`src/rtl/aes_host_pkg.sv`:
```
// Shared types and helpers for the AES wrapper host driver.
package aes_host_pkg;

    localparam int WORDS_PER_BLOCK = 4;

    typedef enum logic [2:0] {
        IDLE,
        START,
        SEND,
        WAIT,
        COLLECT,
        HOLD,
        GAP
    } state_t;

    // 32-bit word idx of a 128-bit block, most significant word first.
    function automatic logic [31:0] word_sel(input logic [127:0] blk, input logic [1:0] idx);
        logic [31:0] w;
        case (idx)
            2'd0:    w = blk[127:96];
            2'd1:    w = blk[95:64];
            2'd2:    w = blk[63:32];
            default: w = blk[31:0];
        endcase
        return w;
    endfunction

endpackage

```
`src/rtl/aes_word_serializer.sv`:
```
// 128-bit shadow register feeding a registered 32-bit word port.
module aes_word_serializer
    import aes_host_pkg::*;
(
    input  logic         clk,
    input  logic         rst,
    input  logic         load,
    input  logic [127:0] blk_in,
    input  logic         shift,
    input  logic [1:0]   idx,
    output logic [31:0]  word
);

    logic [127:0] shadow;

    // Capture the whole block when the request is accepted.
    always_ff @(posedge clk) begin
        if (rst)       shadow <= '0;
        else if (load) shadow <= blk_in;
    end

    // Present the selected word; holds its last value between shifts.
    always_ff @(posedge clk) begin
        if (rst)        word <= '0;
        else if (shift) word <= word_sel(shadow, idx);
    end

endmodule

```
`src/rtl/aes_block_host_driver.sv`:
```
// Host-side driver: serializes one block/key/IV into the AES wrapper and
// gathers the four-word result into a 128-bit valid/ready output.
module aes_block_host_driver
    import aes_host_pkg::*;
#(
    parameter int TIMEOUT_CYCLES = 255,
    parameter int GAP_CYCLES     = 2
) (
    input  logic         clk,
    input  logic         rst,
    input  logic         in_valid,
    output logic         in_ready,
    input  logic [127:0] in_text,
    input  logic [127:0] in_key,
    input  logic [127:0] in_iv,
    input  logic         in_decrypt,
    input  logic         in_cbc,
    output logic         out_valid,
    input  logic         out_ready,
    output logic [127:0] out_text,
    output logic         err_timeout,
    output logic         err_protocol,
    output logic         core_start,
    output logic [31:0]  core_text,
    output logic [31:0]  core_key,
    output logic [31:0]  core_iv,
    output logic         core_decrypt,
    output logic         core_cbc,
    input  logic         core_done,
    input  logic [31:0]  core_text_out
);

    localparam int TW = (TIMEOUT_CYCLES > 1) ? $clog2(TIMEOUT_CYCLES) : 1;
    localparam int GW = (GAP_CYCLES > 1) ? $clog2(GAP_CYCLES) : 1;
    localparam logic [1:0] LAST_WORD = 2'(WORDS_PER_BLOCK - 1);

    state_t          state, state_d;
    logic [1:0]      cnt, cnt_d;
    logic [TW-1:0]   timer, timer_d;
    logic [GW-1:0]   gap_cnt, gap_d;
    logic            accept, ser_shift, cap_en, out_load, err_to_d, err_pr_d;
    logic [1:0]      ser_idx;
    logic [127:0]    collect;

    // Index 2 = text, 1 = key, 0 = IV.
    logic [2:0][127:0] ser_din;
    logic [2:0][31:0]  ser_word;

    assign accept  = (state == IDLE) && in_valid && in_ready;
    assign ser_din = {in_text, in_key, in_iv};

    for (genvar g = 0; g < 3; g++) begin : g_ser
        aes_word_serializer u_ser (
            .clk    (clk),
            .rst    (rst),
            .load   (accept),
            .blk_in (ser_din[g]),
            .shift  (ser_shift),
            .idx    (ser_idx),
            .word   (ser_word[g])
        );
    end

    assign core_text = ser_word[2];
    assign core_key  = ser_word[1];
    assign core_iv   = ser_word[0];

    // Next-state, counter and datapath-enable decode.
    always_comb begin
        state_d   = state;
        cnt_d     = cnt;
        timer_d   = timer;
        gap_d     = gap_cnt;
        ser_shift = 1'b0;
        ser_idx   = '0;
        cap_en    = 1'b0;
        out_load  = 1'b0;
        err_to_d  = 1'b0;
        err_pr_d  = 1'b0;
        case (state)
            IDLE: if (accept) state_d = START;
            START: begin
                ser_shift = 1'b1;
                cnt_d     = '0;
                state_d   = SEND;
            end
            SEND: begin
                if (core_done) begin
                    // The wrapper cannot finish before it has every word.
                    err_pr_d = 1'b1;
                    gap_d    = '0;
                    state_d  = GAP;
                end else if (cnt == LAST_WORD) begin
                    timer_d = '0;
                    state_d = WAIT;
                end else begin
                    ser_shift = 1'b1;
                    ser_idx   = cnt + 2'd1;
                    cnt_d     = cnt + 2'd1;
                end
            end
            WAIT: begin
                if (core_done) begin
                    cap_en  = 1'b1;
                    cnt_d   = 2'd1;
                    state_d = COLLECT;
                end else if (timer == TW'(TIMEOUT_CYCLES - 1)) begin
                    err_to_d = 1'b1;
                    gap_d    = '0;
                    state_d  = GAP;
                end else begin
                    timer_d = timer + 1'b1;
                end
            end
            COLLECT: begin
                if (!core_done) begin
                    // Burst ended early; the partial result is simply never loaded.
                    err_pr_d = 1'b1;
                    gap_d    = '0;
                    state_d  = GAP;
                end else begin
                    cap_en = 1'b1;
                    if (cnt == LAST_WORD) begin
                        out_load = 1'b1;
                        state_d  = HOLD;
                    end else begin
                        cnt_d = cnt + 2'd1;
                    end
                end
            end
            HOLD: if (out_ready) begin
                gap_d   = '0;
                state_d = GAP;
            end
            GAP: begin
                if (gap_cnt == GW'(GAP_CYCLES - 1)) state_d = IDLE;
                else                                gap_d   = gap_cnt + 1'b1;
            end
            default: state_d = IDLE;
        endcase
    end

    // State and counter registers.
    always_ff @(posedge clk) begin
        if (rst) begin
            state   <= IDLE;
            cnt     <= '0;
            timer   <= '0;
            gap_cnt <= '0;
        end else begin
            state   <= state_d;
            cnt     <= cnt_d;
            timer   <= timer_d;
            gap_cnt <= gap_d;
        end
    end

    // Registered outputs, derived from the state being entered.
    always_ff @(posedge clk) begin
        if (rst) begin
            in_ready     <= 1'b0;
            core_start   <= 1'b0;
            out_valid    <= 1'b0;
            err_timeout  <= 1'b0;
            err_protocol <= 1'b0;
            core_decrypt <= 1'b0;
            core_cbc     <= 1'b0;
            collect      <= '0;
            out_text     <= '0;
        end else begin
            in_ready     <= (state_d == IDLE);
            core_start   <= (state_d == START);
            out_valid    <= (state_d == HOLD);
            err_timeout  <= err_to_d;
            err_protocol <= err_pr_d;
            if (accept) begin
                core_decrypt <= in_decrypt;
                core_cbc     <= in_cbc;
            end
            if (cap_en)   collect  <= {collect[95:0], core_text_out};
            if (out_load) out_text <= {collect[95:0], core_text_out};
        end
    end

endmodule

```
`config.mk`:
```
export PLATFORM = sky130hd
export DESIGN_NAME = aes_block_host_driver
export DESIGN_NICKNAME = d
export VERILOG_FILES = /design/src/rtl/aes_host_pkg.sv /design/src/rtl/aes_word_serializer.sv /design/src/rtl/aes_block_host_driver.sv
export SDC_FILE = /design/constraint.sdc
export NUM_CORES = 2
export LEC_CHECK = 0
export CAP_MARGIN = 20
export CORE_AREA = 2 2 256 258
export DETAILED_ROUTE_END_ITERATION = 6
export DIE_AREA = 0 0 258 260
export HOLD_SLACK_MARGIN = 0.1
export PLACE_DENSITY = 0.69
export SLEW_MARGIN = 40
export SYNTH_ARGS = -nofsm -noshare
export SYNTH_HDL_FRONTEND = slang
export SYNTH_SLANG_ARGS = --single-unit
```
`constraint.sdc`:
```
create_clock -name clk -period 2.2 [get_ports clk]
set_input_delay 0.55 -clock clk [delete_from_list [all_inputs] [get_ports clk]]
set_output_delay 0.55 -clock clk [all_outputs]
set_load 0.05 [all_outputs]
```
# Yosys cells after proc, flatten, opt, wreduce, memory -nomap -nowiden
# Cells that the tools add are included.
dict set report op_classes {
  n_reduce_logical 13
  n_eq_ne 22
  n_addsub 3
  bitwise_logic 1
  n_mux 44
}
# op n
set op_table {}
lappend op_table {{$pmux W32 S3} 3}
lappend op_table {{$mux W8} 4}
lappend op_table {{$mux W3} 9}
lappend op_table {{$pmux W3 S7} 1}
lappend op_table {{$ne A2 B2 Y1 const B} 10}
lappend op_table {{$pmux W8 S2} 1}
lappend op_table {{$mux W1} 15}
lappend op_table {{$mux W2} 7}
lappend op_table {{$eq A3 B3 Y1 const B} 4}
lappend op_table {{$add A8 B1 Y8 const B} 1}
lappend op_table {{$eq A8 B8 Y1 const B} 1}
lappend op_table {{$pmux W2 S4} 1}
lappend op_table {{$eq A3 B1 Y1 const B} 2}
lappend op_table {{$eq A3 B2 Y1 const B} 2}
lappend op_table {{$logic_not A3 Y1} 2}
lappend op_table {{$reduce_and A6 Y1} 1}
lappend op_table {{$pmux W1 S5} 1}
lappend op_table {{$reduce_and A5 Y1} 1}
lappend op_table {{$reduce_bool A5 Y1} 1}
lappend op_table {{$eq A2 B2 Y1 const B} 2}
lappend op_table {{$pmux W1 S2} 2}
lappend op_table {{$reduce_and A4 Y1} 1}
lappend op_table {{$reduce_bool A4 Y1} 1}
lappend op_table {{$reduce_or A3 Y1} 1}
lappend op_table {{8 further kinds} 9}
dict set report word_totals {
  out_inout_bits 231
  elab_cells 102
  regBits 725
}

# Logic depth before layout (Yosys ltp)
dict set report depth {
  depth_word 6
  ltp_mapped 9
  depth_no_buf 6
}

# By module
# Synthesis repeated with hierarchy kept, for this count alone.
dict set report unflattened {
  hier_cells 2895
  area_unflattened_um2 28676.3
}
# module cells_each seq_area_each_um2 instances area_per_inst_um2
set modules_own_cells {}
lappend modules_own_cells {aes_word_serializer 595 3203.1 3 6631.4}
lappend modules_own_cells {aes_block_host_driver 1110 4904.7 1 8782.2}

# Worst setup path after synthesis
# Ideal clock, no wire load.
dict set report synth_path {
  path_kind {reg-to-reg}
  from {reg cnt[0]}
  to {reg g_ser[0].u_ser.word[0]}
  n_path_buf 3
  setup_ps 119
  synth_period_minus_slack_ps 2137
  path_stages_with_launch 9
  arrival_time_ps 2018
  path_slack_ps 63
  path_cell_list {dfxtp_1 ha_1 clkbuf_1 nor3_1 buf_2 nand2_1 clkbuf_1 o22ai_1 o2bb2ai_1}
}
dict set report synth_via {
  elab_chain_len 6
  word_cells_on_any_way 12
  cone_classes {add/sub (1); eq/ne (3); mux (7); reduce/logical (1)}
}
# item line
set synth_lines {}
lappend synth_lines {{start, declared} aes_block_host_driver.sv:38} ;# logic [1:0] cnt, cnt_d;
lappend synth_lines {{start signal, assigned} aes_block_host_driver.sv:152} ;# cnt <= cnt_d;
lappend synth_lines {{$add A2 B1 Y2 or $eq A2 B2 Y1 (tied branches)} {aes_block_host_driver.sv:98, aes_block_host_driver.sv:93}}
lappend synth_lines {{$mux W2} aes_block_host_driver.sv:93} ;# end else if (cnt == LAST_WORD) begin
lappend synth_lines {{$mux W2} aes_block_host_driver.sv:88} ;# if (core_done) begin
lappend synth_lines {{$mux W2} aes_block_host_driver.sv:80} ;# case (state)
lappend synth_lines {{$eq A2 B2 Y1, or another cell as far along} aes_host_pkg.sv:19} ;# case (idx)
lappend synth_lines {{$pmux W32 S3} aes_host_pkg.sv:19}
lappend synth_lines {{end signal, assigned} aes_word_serializer.sv:25} ;# else if (shift) word <= word_sel(shadow, idx);
lappend synth_lines {{end, declared} aes_word_serializer.sv:11} ;# output logic [31:0] word
# Several ways; a longest one is shown, not always the timed one.
# A chain may end at the register's enable or synchronous reset.

# Final worst setup path
dict set report layout_path {
  from {reg g_ser[1].u_ser.word[6]}
  to {out core_key[6]}
}
# item line
set layout_lines {}
lappend layout_lines {{start, declared} aes_word_serializer.sv:11}
lappend layout_lines {{start signal, assigned} aes_word_serializer.sv:25}
lappend layout_lines {{end, declared} aes_block_host_driver.sv:25} ;# output logic [31:0] core_key,
# No word-level cell between the ends.

==> run metrics <==
status=finished, violations left; failing checks=design-rule violations; total core area=between 60000 and 70000 µm²; Post-synth ARST share=0%; Worst Hold Class=input port to flop; Cell Pwr Density=815 nW/µm²; syn avg cell area=about 8 µm²; die area=roughly 67000 µm²; # setup viols final=0; # port buffers=about 650; Seq/Total Area, Yosys=~54%; row count=93; post-route setup TNS=0 ns; worst r2r dst=g_ser[2].u_ser.word[7]; startpoint types=flop; CP required=about 1.7 ns; Num Clock Sinks=725; CP Capture Type=output port; crit path max fanout=2; DR DRC count=6; register-to-register setup slack=0.11 ns; crit path time final=between 2 and 2.5 ns; Post-CTS Setup Inserts=0; Bufs and invs on worst path=1; synthesized instance count=3344; most frequent cells in the layout=nand2_1, dfxtp_1, a21oi_1; wl on met1=41300 µm; Die Width=between 200 and 300 µm; met3 routed WL=between 7000 and 8000 µm; Cell variety after synth=50; Synth Warn #=0; FF/Latch Area=roughly 15000 µm²; grt total ovfl=0; Worst path depth=1; slew margin rel.=57.3%; dpl hpwl=around 71000 µm; Syn Nets=around 3800; final wirelength=98700 µm; first-pass GRT wire length=between 100000 and 150000 µm; Die H=260 µm; post-route ant nets=0; initial antenna violation count=9; via count=around 26000; fmax=464 MHz; P&R area growth vs syn=38.8%; Final Skew=between 0.01 and 0.015 ns; met2 WL post-DR=~46000 µm; Final Hold Viols=0; Initial Util=a little over two fifths; share of cells above drive strength 1=about a tenth; slew at the pin closest to its max-slew limit=0.641 ns; Pre-Repair DR Iteration Count=7; R2R depth=7; Worst EP arrival=approximately 1.6 ns; EDFF count, synth=0; count of state elements after synthesis=725; Inserted Clock Buffers=76; CTS tree=yes; H-tree depth=3; Final Cycle Share=a little over nine tenths; Starting DRT DRC Count=~2400; Ports=around 650; fill count=between 5000 and 6000; worst reg2reg path startpoint=cnt[0]; Hold WS=around 0.36 ns; Max Cap Viol=0; fin nets=between 4000 and 5000; vias in the first global route=around 24000; RSZ-0062 raised after global routing=no; All-Layer GR Usage=about 28%; Via density=~5.3; Leak Pwr=around 14 nW; top routing layer in use=met5; Multi-input gate area=~11000 µm²; Worst Setup EP=core_key[6]; mapped cell area=~27000 µm²; maximum VDD drop=0.552 mV; gpl congestion=0.889; leading cell type in the layout, fill and taps excluded=nand2_1; clk_lat worst skew=slightly above 0.6 ns; CTS max path bufs=3; Crit Path Class=flop to output port; Slowest cell on crit path=clkdlybuf4s15_1; dominant synthesized flop cell=dfxtp_1; Hold Crit Depth=2; max-slew violations=0; worst-path cell chain=clkdlybuf4s15_1; Setup crit start=g_ser[1].u_ser.word[6]; Worst-path clk slew=~0.060 ns; critical path's largest stage delay=0.54 ns; largest net degree at the start of global routing=82; critical path's top delay family=buffers and inverters; clock root buffer=clkbuf_16; per-cell routed wire length=20.3 µm
[worst min path at each step]
stage | from | end | slack (ns)
after detailed placement | collect[65] | out_text[97] | 0.44
after global placement | collect[68] | out_text[100] | 0.44
after CTS | rst | g_ser[0].u_ser.shadow[114] | 0.34
final | rst | g_ser[0].u_ser.shadow[26] | 0.36
after global routing | rst | g_ser[0].u_ser.shadow[73] | 0.35
after floorplan | collect[68] | out_text[100] | 0.43
[cell type report]
class,count,area share (%)
sequential,725,38.7
multi-input combinational,2332,30.6
timing repair buffer,795,21.1
clock buffer,106,5.91
tap,855,2.85
clock inverter,26,0.751
antenna,9,0.0601
inverter,5,0.0500
[sequential cells by signal, summed over array words and instances, names as in the netlist]
register / cells
g_ser.u_ser.shadow: 384
out_text: 128
collect: 96
g_ser.u_ser.word: 96
timer: 8
state: 3
cnt: 2
core_cbc: 1
core_decrypt: 1
core_start: 1
err_protocol: 1
err_timeout: 1
gap_cnt: 1
in_ready: 1
out_valid: 1
[report_power, final]
group / switching, mW / internal (mW) / total, mW / leakage [nW]
Combinational: 2.05 / 1.62 / 3.68 / 6.83
Clock: 5.34 / 7.53 / 12.9 / 1.24
Sequential: 0.326 / 13.7 / 14.0 / 5.88
Total: 7.72 / 22.8 / 30.6 / 13.9
[cells by family after synthesis]
kind of cell | Yosys count | share of synthesized area (%)
simple gates | 1340 | 19.3
flops | 725 | 53.7
compound gates | 939 | 20.6
buf+inv | 287 | 4.21
fa+ha+maj | 3 | 0.139
mux | 48 | 1.99
xor+xnor | 2 | 0.0649
[worst reg2reg max path: cells and delay by family (launching register included)]
kind / cells / cell delay (ns)
AO/OA/AOI/OAI: 4 / 1.06
buffers and inverters: 2 / 0.35
flip-flops: 1 / 0.31
adder cells (fa/ha/maj): 1 / 0.23
[cells in the mapped netlist (2+ instances only)]
| master | count | area [µm²] |
|---|---|---|
| a211oi_1 | 49 | 368 |
| a21o_1 | 2 | 15.0 |
| a21oi_1 | 620 | 3100 |
| a222oi_1 | 49 | 490 |
| a22o_1 | 50 | 438 |
| a31oi_1 | 2 | 12.5 |
| and3_1 | 3 | 18.8 |
| and4_1 | 2 | 17.5 |
| buf_1 | 22 | 82.6 |
| buf_2 | 45 | 225 |
| clkbuf_1 | 214 | 803 |
| dfxtp_1 | 725 | 14500 |
| ha_1 | 3 | 37.5 |
| inv_1 | 5 | 18.8 |
| mux2_2 | 46 | 518 |
| mux2i_1 | 2 | 20.0 |
| nand2_1 | 1234 | 4630 |
| nand2b_1 | 4 | 25.0 |
| nand3_1 | 3 | 15.0 |
| nand4_1 | 4 | 25.0 |
| nand4b_1 | 2 | 17.5 |
| nor2_1 | 58 | 218 |
| nor2b_1 | 6 | 37.5 |
| nor3_1 | 3 | 15.0 |
| nor4b_1 | 4 | 35.0 |
| o21a_1 | 4 | 30.0 |
| o21ai_0 | 49 | 245 |
| o21ai_1 | 6 | 30.0 |
| o22ai_1 | 47 | 294 |
| o2bb2ai_1 | 47 | 412 |
| o31ai_1 | 6 | 45.0 |
| or3_1 | 3 | 18.8 |
| or4_1 | 6 | 45.0 |
| or4b_4 | 2 | 27.5 |
| xnor2_1 | 2 | 17.5 |
[routing by layer]
metal	track usage, %	vias up
li1	-	12524
met1	36.6	12237
met2	45.8	980
met3	6.08	164
met4	11.3	4
met5	0	-
[stage by stage]
| step | total power [mW] | worst slack, ns | instances | cell area (µm²) | utilization [%] |
|---|---|---|---|---|---|
| after floorplan | 16.0 | 0.0633 | 3344 | 27000 | - |
| after global placement | 17.9 | -0.400 | 4712 | 35200 | 54.9 |
| after detailed placement | 18.0 | -0.456 | 4712 | 35200 | 54.9 |
| after CTS | 30.7 | 0.00586 | 4844 | 37500 | 58.5 |
| after global routing | 31.6 | 0.0255 | 4850 | 37500 | 58.5 |
| final | 30.6 | 0.0466 | 4853 | 37500 | 58.5 |
[what timing repair did]
item	CTS	global route
gates resized for setup	157	2
hold endpoints to repair	0	0
setup endpoints to repair	157	6
hold buffers	0	0
No activity file was read; power rests on OpenSTA's default activity.
